==> src/rtl/atcdmac300_chsched.sv <==
// rtl/atcdmac300_chsched.sv - DMA channel scheduler between arbiter and transfer engine
module atcdmac300_chsched #(
   parameter int BURST_LIMIT = 16,
   parameter int CNT_W       = 5,
   parameter bit YIELD_EN    = 1'b1
) (
   input  logic       hclk,
   input  logic       hresetn,
   input  logic [7:0] ch_request,
   input  logic [7:0] ch_abort,
   input  logic [2:0] granted_channel,
   output logic [2:0] current_channel,
   output logic       eng_start,
   output logic [2:0] eng_channel,
   input  logic       eng_ack,
   input  logic       eng_beat,
   input  logic       eng_done,
   output logic       eng_yield,
   output logic       busy,
   output logic [7:0] ch_serviced
);

   typedef enum logic [2:0] {
      ST_IDLE   = 3'd0,
      ST_ARB    = 3'd1,
      ST_START  = 3'd2,
      ST_XFER   = 3'd3,
      ST_UPDATE = 3'd4
   } state_t;

   localparam logic [CNT_W-1:0] BEAT_LAST = CNT_W'(BURST_LIMIT - 1);
   localparam logic [CNT_W-1:0] CNT_MAX   = '1;
   localparam logic [CNT_W-1:0] CNT_ONE   = CNT_W'(1);

   state_t           state_q, state_d;
   logic [2:0]       sel_ch_q, sel_ch_d;
   logic [2:0]       cur_ch_q, cur_ch_d;
   logic [CNT_W-1:0] beat_cnt_q, beat_cnt_d;
   logic             yield_q, yield_d;

   // State and datapath registers; reset returns to IDLE even mid-transfer
   always_ff @(posedge hclk or negedge hresetn) begin
      if (!hresetn) begin
         state_q    <= ST_IDLE;
         sel_ch_q   <= 3'd0;
         cur_ch_q   <= 3'd0;
         beat_cnt_q <= '0;
         yield_q    <= 1'b0;
      end else begin
         state_q    <= state_d;
         sel_ch_q   <= sel_ch_d;
         cur_ch_q   <= cur_ch_d;
         beat_cnt_q <= beat_cnt_d;
         yield_q    <= yield_d;
      end
   end

   // Next-state logic: grant sampling, engine handshake, beat counting and yield request
   always_comb begin
      state_d    = state_q;
      sel_ch_d   = sel_ch_q;
      cur_ch_d   = cur_ch_q;
      beat_cnt_d = beat_cnt_q;
      yield_d    = yield_q;
      case (state_q)
         ST_IDLE: begin
            if (|ch_request) state_d = ST_ARB;
         end
         ST_ARB: begin
            sel_ch_d = granted_channel;
            state_d  = ch_request[granted_channel] ? ST_START : ST_IDLE;
         end
         ST_START: begin
            // An ack wins over a same-cycle abort: once the engine has accepted,
            // the grant is closed through eng_done and the abort becomes a yield.
            if (eng_ack) begin
               state_d    = ST_XFER;
               beat_cnt_d = '0;
            end else if (ch_abort[sel_ch_q]) begin
               state_d = ST_UPDATE;
            end
         end
         ST_XFER: begin
            // eng_done has priority so a yield is never raised on the closing cycle
            if (eng_done) begin
               state_d = ST_UPDATE;
               yield_d = 1'b0;
            end else begin
               if (eng_beat && (beat_cnt_q != CNT_MAX)) beat_cnt_d = beat_cnt_q + CNT_ONE;
               if ((YIELD_EN && eng_beat && (beat_cnt_q == BEAT_LAST)) || ch_abort[sel_ch_q])
                  yield_d = 1'b1;
            end
         end
         ST_UPDATE: begin
            cur_ch_d = sel_ch_q;
            yield_d  = 1'b0;
            state_d  = (|ch_request) ? ST_ARB : ST_IDLE;
         end
         default: begin
            state_d = ST_IDLE;
         end
      endcase
   end

   assign current_channel = cur_ch_q;
   assign eng_start       = (state_q == ST_START);
   assign eng_channel     = sel_ch_q;
   assign eng_yield       = yield_q;
   assign busy            = (state_q != ST_IDLE);
   assign ch_serviced     = (state_q == ST_UPDATE) ? (8'h01 << sel_ch_q) : 8'h00;

endmodule

==> config.mk <==
export PLATFORM = sky130hd
export DESIGN_NAME = atcdmac300_chsched
export DESIGN_NICKNAME = d
export VERILOG_FILES = /design/src/rtl/atcdmac300_chsched.sv
export SDC_FILE = /design/constraint.sdc
export NUM_CORES = 1
export LEC_CHECK = 0
export CAP_MARGIN = 30
export CORE_ASPECT_RATIO = 1.2
export CORE_MARGIN = 3
export CORE_UTILIZATION = 42
export CTS_BUF_LIST = sky130_fd_sc_hd__clkbuf_8
export DETAILED_ROUTE_END_ITERATION = 8
export PLACE_DENSITY = 0.87
export SLEW_MARGIN = 20
export SYNTH_ARGS = -nofsm -noshare
export SYNTH_HDL_FRONTEND = slang
export SYNTH_SLANG_ARGS = --single-unit
export TNS_END_PERCENT = 20
==> constraint.sdc <==
create_clock -name hclk -period 3.6 [get_ports hclk]
set_input_delay 0.72 -clock hclk [delete_from_list [all_inputs] [get_ports hclk]]
set_output_delay 0.72 -clock hclk [all_outputs]
set_load 0.05 [all_outputs]
Word level (Yosys, flattened, before mapping)

Index checks and enable logic that the tools add are counted.

Flip-flop bits (word level): 15
Memories: 0
Latch bits: 0
Input bits: 24
RAM bits: 0
Output and inout port bits: 17
Memory bits (read-only): 0

Equality and inequality tests: 13
Muxes and demuxes: 19
Div/mod/pow operators: 0
Add/sub/neg operators: 1
Magnitude comparators: 2
Shift operators: 1
Reduce and logical (&&, ||, !) cells: 11
$mul: 0
Bitwise gates (word level): 0

Operators by type and width:

| operator                                             | number |
|---|---|
| two-way mux 5 bit                                    | 3 |
| one-hot mux 3 bit (5 select lines)                   | 1 |
| two-way mux 3 bit                                    | 4 |
| one-hot mux 5 bit (2 select lines)                   | 1 |
| < comparator 3 x 4 -> 1 bit (second input constant)  | 2 |
| two-way mux 8 bit                                    | 1 |
| != test 2 bit (second input constant)                | 4 |
| OR reduction 8 bit                                   | 1 |
| left shift 1 x 3 -> 8 bit (first input constant)     | 1 |
| binary-select mux 1 bit (select 3 bit)               | 2 |
| equality test 3 x 2 -> 1 bit (second input constant) | 2 |
| adder 5 x 1 -> 5 bit (second input constant)         | 1 |
| equality test 5 x 4 -> 1 bit (second input constant) | 1 |
| two-way mux 1 bit                                    | 5 |
| != test 5 bit (second input constant)                | 1 |
| AND reduction 4 bit                                  | 1 |
| nonzero test 2 bit                                   | 2 |
| equality test 3 x 1 -> 1 bit (second input constant) | 1 |
| equality test 3 bit (second input constant)          | 1 |
| zero test 3 bit                                      | 1 |
| != test 3 x 1 -> 1 bit (second input constant)       | 1 |
| != test 3 bit (second input constant)                | 1 |
| AND reduction 3 bit                                  | 1 |
| nonzero test 3 bit                                   | 1 |
| 6 further kinds                                      | 7 |

Longest topological paths before layout

Gate-level depths: netlist (run 1).

Word-level depth: 6
Gate-level depth with buffers: 7

Worst setup path before layout (run 1)

Ideal clock, no wire load.

Kind: reg2out
Start point: register sel_ch_q[2] (netlist: eng_channel[2])
End point: output ch_serviced[0]
Slack: 0.746 ns
Arrival: 2.134 ns
Cell stages (with the launch flop): 3
Buffers on the path: 0
Data required time: 2.880 ns
Cell sequence: dfrtp_1 -> or3_1 -> nor3_1

Cells in the longest elaborated chain, start to end: 2

RTL lines:

| element                   | line | source |
|---|---|---|
| from (decl)               | 36   | `logic [2:0] sel_ch_q, sel_ch_d;` |
| from (signal assigned)    | 51   | `sel_ch_q <= sel_ch_d;` |
| left shift 1 x 3 -> 8 bit | 110  | `assign ch_serviced = (state_q == ST_UPDATE) ? (8'h01 << sel_ch_q) : 8'h00;` |
| two-way mux 8 bit         | 110  |  |
| to (decl)                 | 20   | `output logic [7:0] ch_serviced` |

No other way between the ends.

Final worst setup path (run 1)

Start point: register state_q[1]
End point: output ch_serviced[4]

Cells in the longest elaborated chain, start to end: 2

RTL lines:

| element                | line | source |
|---|---|---|
| from (decl)            | 35   | `state_t state_q, state_d;` |
| from (signal assigned) | 50   | `state_q <= state_d;` |
| equality test 3 bit    | 110  |  |
| two-way mux 8 bit      | 110  |  |

No other way between the ends.

==> summary.md, run 1 <==
| Metric | Value |
|---|---|
| Top Layer Used | met4 |
| Final WL | approximately 2.4 mm |
| Longest Clk Path Bufs | 2 |
| Synth area leader | dfrtp_1 |
| Nets | between 150 and 200 |
| Fillers | 170 |
| Syn_nets | roughly 110 |
| First-pass iteration count of the detailed router | 4 |
| Yosys cell types | 30 |
| Tot Pwr | 1.07 mW |
| Hold Buf Count CTS | 0 |
| Global-route wire length before repair | between 3 and 4 mm |
| CP cell instances | nand2b_1, nor2_1, nand2_1, nor3_1, clkdlybuf4s50_1 |
| Final hold violations | 0 |
| CTS Buf Count | 3 |
| Clk_lat worst skew | ~250 ps |
| Worst-path clk slew | approximately 70 ps |
| Setup TNS | 0 ps |
| Fin crit period | roughly 3000 ps |
| Max VDD drop | 0.000706 V |
| Top-area cell type share of the netlist area | 0.404 |
| Top cells by area, synth | dfrtp_1, mux4_2, mux2_2 |
| Synthesis-stage register bit count | 15 |
| Routability Congestion | around 0.73 |
| Metal2 WL | ~1.3 mm |
| Final instance area | ~0.0014 sq mm |
| CP max FO | 7 |
| Slew HR | 0.551 |
| # placed instances | 155 |
| # resized after CTS | 0 |
| Most common cell in the synthesized netlist | dfrtp_1 |
| Least-Margin Pin Slew | 672 ps |
| Residual DRC | 0 |
| Type of the most critical hold path | reg2reg |
| CP endpoint kind | primary output |
| F_max | 329 MHz |
| Diode count | 0 |
| Wl on met1 | a little under 900 microns |
| CTS Sinks | 15 |
| Setup CP Type | reg2out |
| Worst hold slack | roughly 520 ps |
| Vias per inst | 5.35 |
| Post-DRT Antenna Nets | 0 |
| Post-route setup slack | ~560 ps |
| CP peak stage delay | between 800 and 900 ps |
| P&R area growth vs syn | 50.4% |
| PortBufs | 40 |
| Power per cell area | between 700 and 800 mW/mm^2 |
| Post-synthesis cell area | approximately 930 sq um |
| Register area share after synthesis | 0.404 |
| Synth top cells by count | dfrtp_1, nor2_1, mux2_2, nand2_1 |
| CP arrival | between 2000 and 2500 ps |
| Multi-input logic area | 526 sq um |
| Number of global-route vias before repair | between 800 and 900 |
| Die W | between 40 and 50 microns |
| Final core occ | 0.674 |
| H-tree depth | 1 |
| Die height | roughly 58 microns |
| Layout cells sized above 1 | 0.132 |
| Die area | 0.00281 sq mm |
| Share of synthesized registers carrying an async set or reset | 1.00 |
| GRT Total Usage | 0.180 |
| Most used flip-flop cell after synthesis | dfrtp_1 |
| Post CTS Setup Buffer Count | 0 |
| Number of synthesis warnings | 0 |
| Wire length per cell | 14.9 microns |
| Startpoint Class | flip-flop |
| CP max-delay cell | clkdlybuf4s50_1 |
| Cells after Synth | 87 |
| CTS tree | built |
| Final Setup Violations | 0 |
| Largest net degree at the start of global routing | 16 |
| Met3 Wirelength | 127 microns |
| Remaining Overflow, GRT | 0 |
| Finished Layout Cells | ~160 |
| Syn Area/Cell | ~11 sq um |
| Initial antenna violation count | 0 |
| Sequential Area | 375 sq um |
| Lkg Pwr | between 0.5 and 0.6 nW |
| Vias | around 850 |
| RSZ-0062 raised after global routing | no |
| Place WS | about 860 ps |
| HPWL after DPL | between 1.5 and 2 mm |
| Root Buffer | clkbuf_8 |
| Max_cap viols | 0 |
| Period utilisation layout | 0.845 |
| Initial Util | 0.448 |
| WP data required | 2880 ps |
| DR iter-0 viols | 16 |
| Cell Area, Placed | ~0.0014 sq mm |
| Outcome | finished, final reports clean |
| Core Footprint | 0.00207 sq mm |
| Fin. max-slew vios | 0 |
| Post-synth EDFFs | 0 |
| Number of I/O pins | 41 |
| Worst Skew | between 5 and 6 ps |
| # rows | 18 |
-- path summary, 6_finish.rpt --
kind,end,cells after the start,slack (ps),from
max,ch_serviced[4],5,560,state_q[1]$_DFFE_PN0P_
min,beat_cnt_q[2]$_DFFE_PN0P_,1,520,beat_cnt_q[2]$_DFFE_PN0P_
max reg2reg,beat_cnt_q[2]$_DFFE_PN0P_,7,1690,beat_cnt_q[0]$_DFFE_PN0P_
min reg2reg,beat_cnt_q[2]$_DFFE_PN0P_,1,520,beat_cnt_q[2]$_DFFE_PN0P_
max in group asynchronous,eng_channel[1]$_DFFE_PN0N_,1,2290,hresetn
min in group asynchronous,beat_cnt_q[4]$_DFFE_PN0P_,1,880,hresetn
-- per-layer routing --
| metal | GRT usage | up-vias |
|---|---|---|
| met4 | 0.0610 | 0 |
| met1 | 0.196 | 406 |
| met3 | 0.0470 | 5 |
| met5 | 0 | - |
| met2 | 0.336 | 34 |
| li1 | - | 406 |
-- registers in the layout (all words and copies together) (netlist names) --
register,count
beat_cnt_q,5
current_channel,3
eng_channel,3
state_q,3
eng_yield,1
-- cell usage in the layout (no fill, tap or decap), drive strengths merged, types with 2 or more instances in the layout --
cell / instances
clkdlybuf4s50: 40
dfrtp: 15
nor2: 9
mux2: 7
nand2: 6
a21oi: 4
mux4: 4
nand3: 4
o21ai: 4
nor3: 3
nor3b: 3
inv: 3
ha: 3
clkbuf: 3
nand2b: 2
or3: 2
and3: 2
nor2b: 2
nor4: 2
-- cell type report --
cell class / instances / area share
multi-input cells: 67 / 0.376
repair buffers: 40 / 0.287
flip-flops and latches: 15 / 0.269
clock buffers: 3 / 0.0296
well taps: 30 / 0.0269
inverters: 3 / 0.00806
clock inverters: 1 / 0.00358
-- where the power goes --
group          internal [mW]  switching, mW  leakage [nW]
Sequential             0.232          0.100         0.193
Combinational          0.257          0.339         0.362
Clock                 0.0766         0.0612        0.0255
Total                  0.566          0.500         0.581
-- worst max-delay path, delay by kind of cell (launching register included) --
family / cells / cell delay, ps
buffers and inverters: 1 / 830
and+or+nand+nor: 4 / 800
DFF: 1 / 440
-- kinds of logic after synthesis --
kind of cell,count (synthesis),share of synthesized area
fa+ha+maj,3,0.0404
xor+xnor,1,0.00944
buf+inv,5,0.0296
simple gates,37,0.208
mux,11,0.186
compound gates,15,0.123
flops,15,0.404
No activity file was read; power rests on OpenSTA's default activity.
==> inputs of run 2 (changes only) <==
- CORE_UTILIZATION: 42 -> 39
- PLACE_DENSITY: 0.87 -> 0.85
- clock period: 3.6 -> 2.78 ns (I/O delays scaled with it)
==> run 2 against run 1 <==
Setup slack worse by 330 ps. Cell count stayed put. Register-to-register slack worse by 840 ps. Worst hold slack worse by 5.6 ps. Die area is 6.8% higher. Design area is 1.3% lower. Non-clock buffer count stayed put. First-iteration DRC count is 81% lower. Sequential share of layout area is 0.34 points higher. Sequential power is 27% higher. Critical path type unchanged. Critical endpoint is now eng_start. Highest routed layer unchanged.
==> summary.md, run 2 (synthesized netlist as in run 1, its figures left out) <==
| Metric | Value |
|---|---|
| DR iter-0 viols | 3 (-13) |
| HPWL after DPL | 1.83 mm (-7.1%) |
| Hold Buf Count CTS | 0 (unchanged) |
| Fin. max-slew vios | 0 (unchanged) |
| Max_cap viols | 0 (unchanged) |
| F_max | approximately 390 MHz |
| Diode count | 0 (unchanged) |
| Residual DRC | 0 (unchanged) |
| RSZ-0062 raised after global routing | no |
| GR peak layer | met2 |
| WP data required | 2220 ps (-660 ps) |
| CP max FO | 11 (+4) |
| Final hold violations | 0 (unchanged) |
| Slew HR | 0.545 (-0.00589) |
| Setup TNS | 0 ps (unchanged) |
| # rows | 18 (unchanged) |
| Met1 usage | 0.162 (-0.0341) |
| Vias | 849 (-0.24%) |
| GRT Total Usage | 0.159 (-0.0206) |
| Global-route wire length before repair | 3.62 mm (-5.9%) |
| H-tree depth | 1 (unchanged) |
| CP endpoint kind | primary output |
| Nets | 157 (unchanged) |
| Least-Margin Pin Slew | 681 ps (+8.81 ps) |
| Final core occ | 0.638 (-0.0362) |
| Initial antenna violation count | 0 (unchanged) |
| PortBufs | 40 (unchanged) |
| CP peak stage delay | 870 ps (+40 ps) |
| Die area | 0.00300 sq mm (+6.8%) |
| Finished Layout Cells | 159 (unchanged) |
| Wire length per cell | 14.0 microns (-5.9%) |
| Largest net degree at the start of global routing | 16 (unchanged) |
| Place WS | 513 ps (-342 ps) |
| CP arrival | 2000 ps (-320 ps) |
| Type of the most critical hold path | reg2reg |
| GR Layer Usage met2 | 0.306 (-0.0300) |
| Worst Skew | 2.19 ps (-2.98 ps) |
| Period utilisation layout | 0.919 |
| First-pass iteration count of the detailed router | 3 (-1) |
| P&R area growth vs syn | 48.5% |
| Layout cells sized above 1 | 0.194 (+0.0620) |
| Worst-path clk slew | 70 ps (about the same) |
| Final WL | 2.23 mm (-5.9%) |
| Max FFs per register | 5 (unchanged) |
| CTS Buf Count | 3 (unchanged) |
| Root Buffer | clkbuf_8 |
| Core Footprint | 0.00216 sq mm (+4.3%) |
| Power per cell area | 993 mW/mm^2 (+30%) |
| Number of global-route vias before repair | 836 (-5.3%) |
| Crit path launch | state_q[0]$_DFFE_PN0P_ |
| Routability Congestion | 0.839 (+15%) |
| Die height | 59.4 microns (+3.4%) |
| Number of I/O pins | 41 (unchanged) |
| Longest Clk Path Bufs | 2 (unchanged) |
| Post-route setup slack | 224 ps (-333 ps) |
| Initial Util | 0.429 (-0.0187) |
| Number of cells on the worst reg-to-reg path | 7 (unchanged) |
| Met3 usage | 0.0579 (+0.0109) |
| Outcome | finished, final reports clean |
| CP cell instances | nor3b_1, clkdlybuf4s50_1 |
| Die W | 50.5 microns (+3.3%) |
| CP max-delay cell | clkdlybuf4s50_1 |
| CTS tree | built |
| Hold path start | current_channel[0]$_DFFE_PN0P_ |
| # resized after CTS | 0 (unchanged) |
| Post CTS Setup Buffer Count | 0 (unchanged) |
| CTS Sinks | 15 (unchanged) |
| Final Setup Violations | 0 (unchanged) |
| Leading cell type in the layout, fill and taps excluded | clkdlybuf4s50_1 |
| Lkg Pwr | 0.593 nW (+2.2%) |
| Setup CP Type | reg2out |
| Worst R2R Start | beat_cnt_q[0]$_DFFE_PN0P_ |
| Cells on Worst Hold Path | 1 (unchanged) |
| Most frequent cells in the layout | clkdlybuf4s50_1, dfrtp_1, nor2_1, buf_4 |
| Post-DRT Antenna Nets | 0 (unchanged) |
| Max VDD drop | 0.000579 V (-18%) |
| Vias per inst | 5.34 (-0.24%) |
| Fin crit period | between 2000 and 3000 ps |
| # placed instances | 155 (unchanged) |
| Startpoint Class | flip-flop |
| Biggest register | beat_cnt_q |
| Clk_lat worst skew | 250 ps (about the same) |
| Remaining Overflow, GRT | 0 (unchanged) |
[run 2: cell count changes in the layout (fill, tap and decap cells not counted), sizes merged]
cell           before  now
buf                 0    8
clkdlybuf4s50      40   32
clkinv              1    0
clkinvlp            0    1
[run 2: final cells by class]
cell class | instances | area, sq um
clock inverters | 1 | 7.51
flip-flops and latches | 15 | 375
well taps | 30 | 37.5
fillers | 189 | 783
multi-input cells | 67 | 526
inverters | 3 | 11.3
clock buffers | 3 | 41.3
repair buffers | 40 | 380
[run 2: worst max-delay path: cells and delay by family, from the launching register on]
| family | cells | cell delay [ps] |
|---|---|---|
| AND/OR/NAND/NOR | 1 | 380 |
| flip-flops | 1 | 500 |
| buffers and inverters | 1 | 870 |
[run 2: stage by stage]
step                total power [mW]  instance area [sq um]  hold slack [ps]
floorplan                      0.965                    928              260
global placement                1.18                   1330              491
detailed placement              1.19                   1330              502
CTS                             1.38                   1380              519
global route                    1.45                   1380              538
finish                          1.37                   1380              517
[run 2: worst paths after layout]
check	to	slack, ps
worst min-delay path	current_channel[0]$_DFFE_PN0P_	520
max in group asynchronous	state_q[2]$_DFFE_PN0P_	1630
worst max register to register	beat_cnt_q[2]$_DFFE_PN0P_	850
worst min register to register	current_channel[0]$_DFFE_PN0P_	520
worst max-delay path	eng_start	220
min in group asynchronous	eng_yield$_DFFE_PN0P_	720
[run 2: power breakdown]
group	switching [mW]	internal [mW]
Clock	0.0819	0.101
Sequential	0.121	0.301
Combinational	0.433	0.331
Total	0.636	0.733
[run 2: routing by layer]
| metal | wire, microns | vias to the layer above | part of all wire |
|---|---|---|---|
| met5 | 0 | - | 0 |
| met4 | 25 | 0 | 0.011 |
| met3 | 173 | 4 | 0.078 |
| met2 | 1160 | 28 | 0.52 |
| met1 | 865 | 406 | 0.39 |
| li1 | - | 411 | - |
==> inputs of run 3 (changes only) <==
- GPL_TIMING_DRIVEN: unset -> 0
==> run 3 against run 2 <==
Clock-buffer cell count is the same. Sequential share of layout area fell by 0.37 points. Critical path depth grew 3. First-iteration DRC count rose by 33%. Wire length up 6.5%. Total power is 1.1% higher. Core utilization grew 0.87 points. Highest routed layer unchanged.
==> summary.md, run 3 (synthesized netlist as in run 1, its figures left out) <==
| Metric | Value |
|---|---|
| Outcome | finished, final reports clean |
| P&R area growth vs syn | 50.5% |
| Reg2reg setup slack | 860 ps (about the same) |
| Max FFs per register | 5 (unchanged) |
| Final Setup Violations | 0 (unchanged) |
| Slew HR | 0.552 (+0.00722) |
| Switch Pwr | 0.635 mW (about the same) |
| Vias | 860 (+1.3%) |
| Tot Pwr | 1.38 mW (+1.1%) |
| WP data required | 2220 ps (about the same) |
| Combinational share of power | 0.594 (+0.036) |
| Initial Util | 0.429 (unchanged) |
| Nets | 159 (+1.3%) |
| CP max FO | 7 (-4) |
| Max VDD drop | 0.000633 V (+9.3%) |
| Vias per inst | 5.34 (about the same) |
| Most frequent cells in the layout | clkdlybuf4s50_1, dfrtp_1, nor2_1, dlygate4sd2_1 |
| Period utilisation layout | 0.934 (+0.0148) |
| Worst hold slack | 511 ps (-5.92 ps) |
| Final WL | 2.37 mm (+6.5%) |
| Biggest register | beat_cnt_q |
| HPWL after DPL | 1.91 mm (+4.8%) |
| Fillers | 186 (-1.6%) |
| Hold Buf Count CTS | 0 (unchanged) |
| Internal Power | 0.749 mW (+2.1%) |
| Residual DRC | 0 (unchanged) |
| CP endpoint kind | primary output |
| Largest net degree at the start of global routing | 16 (unchanged) |
| Die area | 0.00300 sq mm (unchanged) |
| PortBufs | 40 (unchanged) |
| Leading cell type in the layout, fill and taps excluded | clkdlybuf4s50_1 |
| CTS tree | built |
| Post-route setup slack | 183 ps (-41.2 ps) |
| Startpoint Class | flip-flop |
| Clk_lat worst skew | 240 ps (about the same) |
| Core Footprint | 0.00216 sq mm (unchanged) |
| Max_cap viols | 0 (unchanged) |
| CTS Sinks | 15 (unchanged) |
| Number of global-route vias before repair | 980 (+17%) |
| Hold path start | current_channel[0]$_DFFE_PN0P_ |
| Root Buffer | clkbuf_8 |
| Setup CP Type | reg2out |
| Wire length per cell | 14.7 microns (+5.1%) |
| Power per cell area | 990 mW/mm^2 (-0.25%) |
| Die W | 50.5 microns (unchanged) |
| Worst R2R Start | beat_cnt_q[0]$_DFFE_PN0P_ |
| Remaining Overflow, GRT | 0 (unchanged) |
| # rows | 18 (unchanged) |
| Clock network power share | 0.122 (-0.011) |
| Layout cells sized above 1 | 0.145 (-0.0488) |
| CTS Buf Count | 3 (unchanged) |
| Part of the power in registers | 0.284 (-0.024) |
| DR iter-0 viols | 4 (+1) |
| Setup TNS | 0 ps (unchanged) |
| Worst Skew | 4.41 ps (+2.21 ps) |
| Die height | 59.4 microns (unchanged) |
| Sequential Area | 375 sq um (unchanged) |
| First-pass iteration count of the detailed router | 4 (+1) |
| Final hold violations | 0 (unchanged) |
| Type of the most critical hold path | reg2reg |
| Lkg Pwr | 0.627 nW (+5.7%) |
| H-tree depth | 1 (unchanged) |
| Multi-input logic area | 526 sq um (unchanged) |
| Least-Margin Pin Slew | 670 ps (-10.8 ps) |
| F_max | 385 MHz (-1.6%) |
| Crit path launch | state_q[1]$_DFFE_PN0P_ |
| Post-DRT Antenna Nets | 0 (unchanged) |
| RSZ-0062 raised after global routing | no |
| Worst-path clk slew | 60 ps (about the same) |
| Routability Congestion | 0.859 (+2.4%) |
| Switching share of total power | 0.459 (-0.00543) |
| CP arrival | 2040 ps (+40 ps) |
| GRT Total Usage | 0.182 (+0.0224) |
| Number of I/O pins | 41 (unchanged) |
| Longest Clk Path Bufs | 2 (unchanged) |
| Place WS | 178 ps (-335 ps) |
| Fin. max-slew vios | 0 (unchanged) |
| Initial antenna violation count | 0 (unchanged) |
| Global-route wire length before repair | 4.15 mm (+14%) |
| Diode count | 0 (unchanged) |
| Fin crit period | 2600 ps (+41.2 ps) |
==> run 3: changes by cell type in the layout (fill, tap and decap cells not counted) <==
cell	before	now
buf_2	0	1
buf_4	8	0
buf_6	0	1
clkbuf_2	0	1
clkinvlp_4	1	0
dlygate4sd2_1	0	7
inv_1	3	4
==> run 3: through the flow <==
| step | instances | utilization | instance area [sq um] |
|---|---|---|---|
| after floorplan | 87 | - | 928 |
| after global placement | 157 | 0.632 | 1370 |
| after detailed placement | 157 | 0.632 | 1370 |
| after CTS | 161 | 0.648 | 1400 |
| after global routing | 161 | 0.646 | 1400 |
| final | 161 | 0.646 | 1400 |
==> run 3: worst paths after layout <==
kind                       cells after the start                             end
min                                            1  current_channel[0]$_DFFE_PN0P_
max reg2reg                                    7       beat_cnt_q[2]$_DFFE_PN0P_
max                                            5                  ch_serviced[5]
min in group asynchronous                      1          state_q[0]$_DFFE_PN0P_
min reg2reg                                    1  current_channel[0]$_DFFE_PN0P_
max in group asynchronous                      1       beat_cnt_q[1]$_DFFE_PN0P_
==> run 3: area by class of cell <==
| type | count | area share |
|---|---|---|
| Clock buffer | 3 | 0.0295 |
| Clock inverter | 1 | 0.00269 |
| Buffer | 2 | 0.0116 |
| Multi-Input combinational cell | 67 | 0.376 |
| Tap cell | 30 | 0.0269 |
| Inverter | 3 | 0.00806 |
| Timing Repair Buffer | 40 | 0.277 |
| Sequential cell | 15 | 0.269 |
==> run 3: layer usage <==
metal  track usage  part of all wire
met1         0.192              0.37
met2         0.343              0.55
met3        0.0403             0.064
met4        0.0769             0.011
met5             0                 0
==> run 3: worst max-delay path, stage by stage (launching register included) <==
cell and delay (ps):
dfrtp_1 450, nand2b_1 230, nor2_1 260, nand2_1 180, nor2_1 130, dlygate4sd2_1 550
==> run 3: repair_timing <==
action                     4_1_cts  5_1_grt
setup endpoints to repair        8        1
gates resized for setup          8        3
setup buffers                    0        0
hold endpoints to repair         0        0
==> run 3: power groups by stage <==
stage | clock, mW | sequential [mW] | combinational [mW]
final | 0.169 | 0.392 | 0.823
after global routing | 0.188 | 0.409 | 0.882
after CTS | 0.175 | 0.394 | 0.832
after detailed placement | 0 | 0.395 | 0.832
after global placement | 0 | 0.388 | 0.814
after floorplan | 0 | 0.549 | 0.416
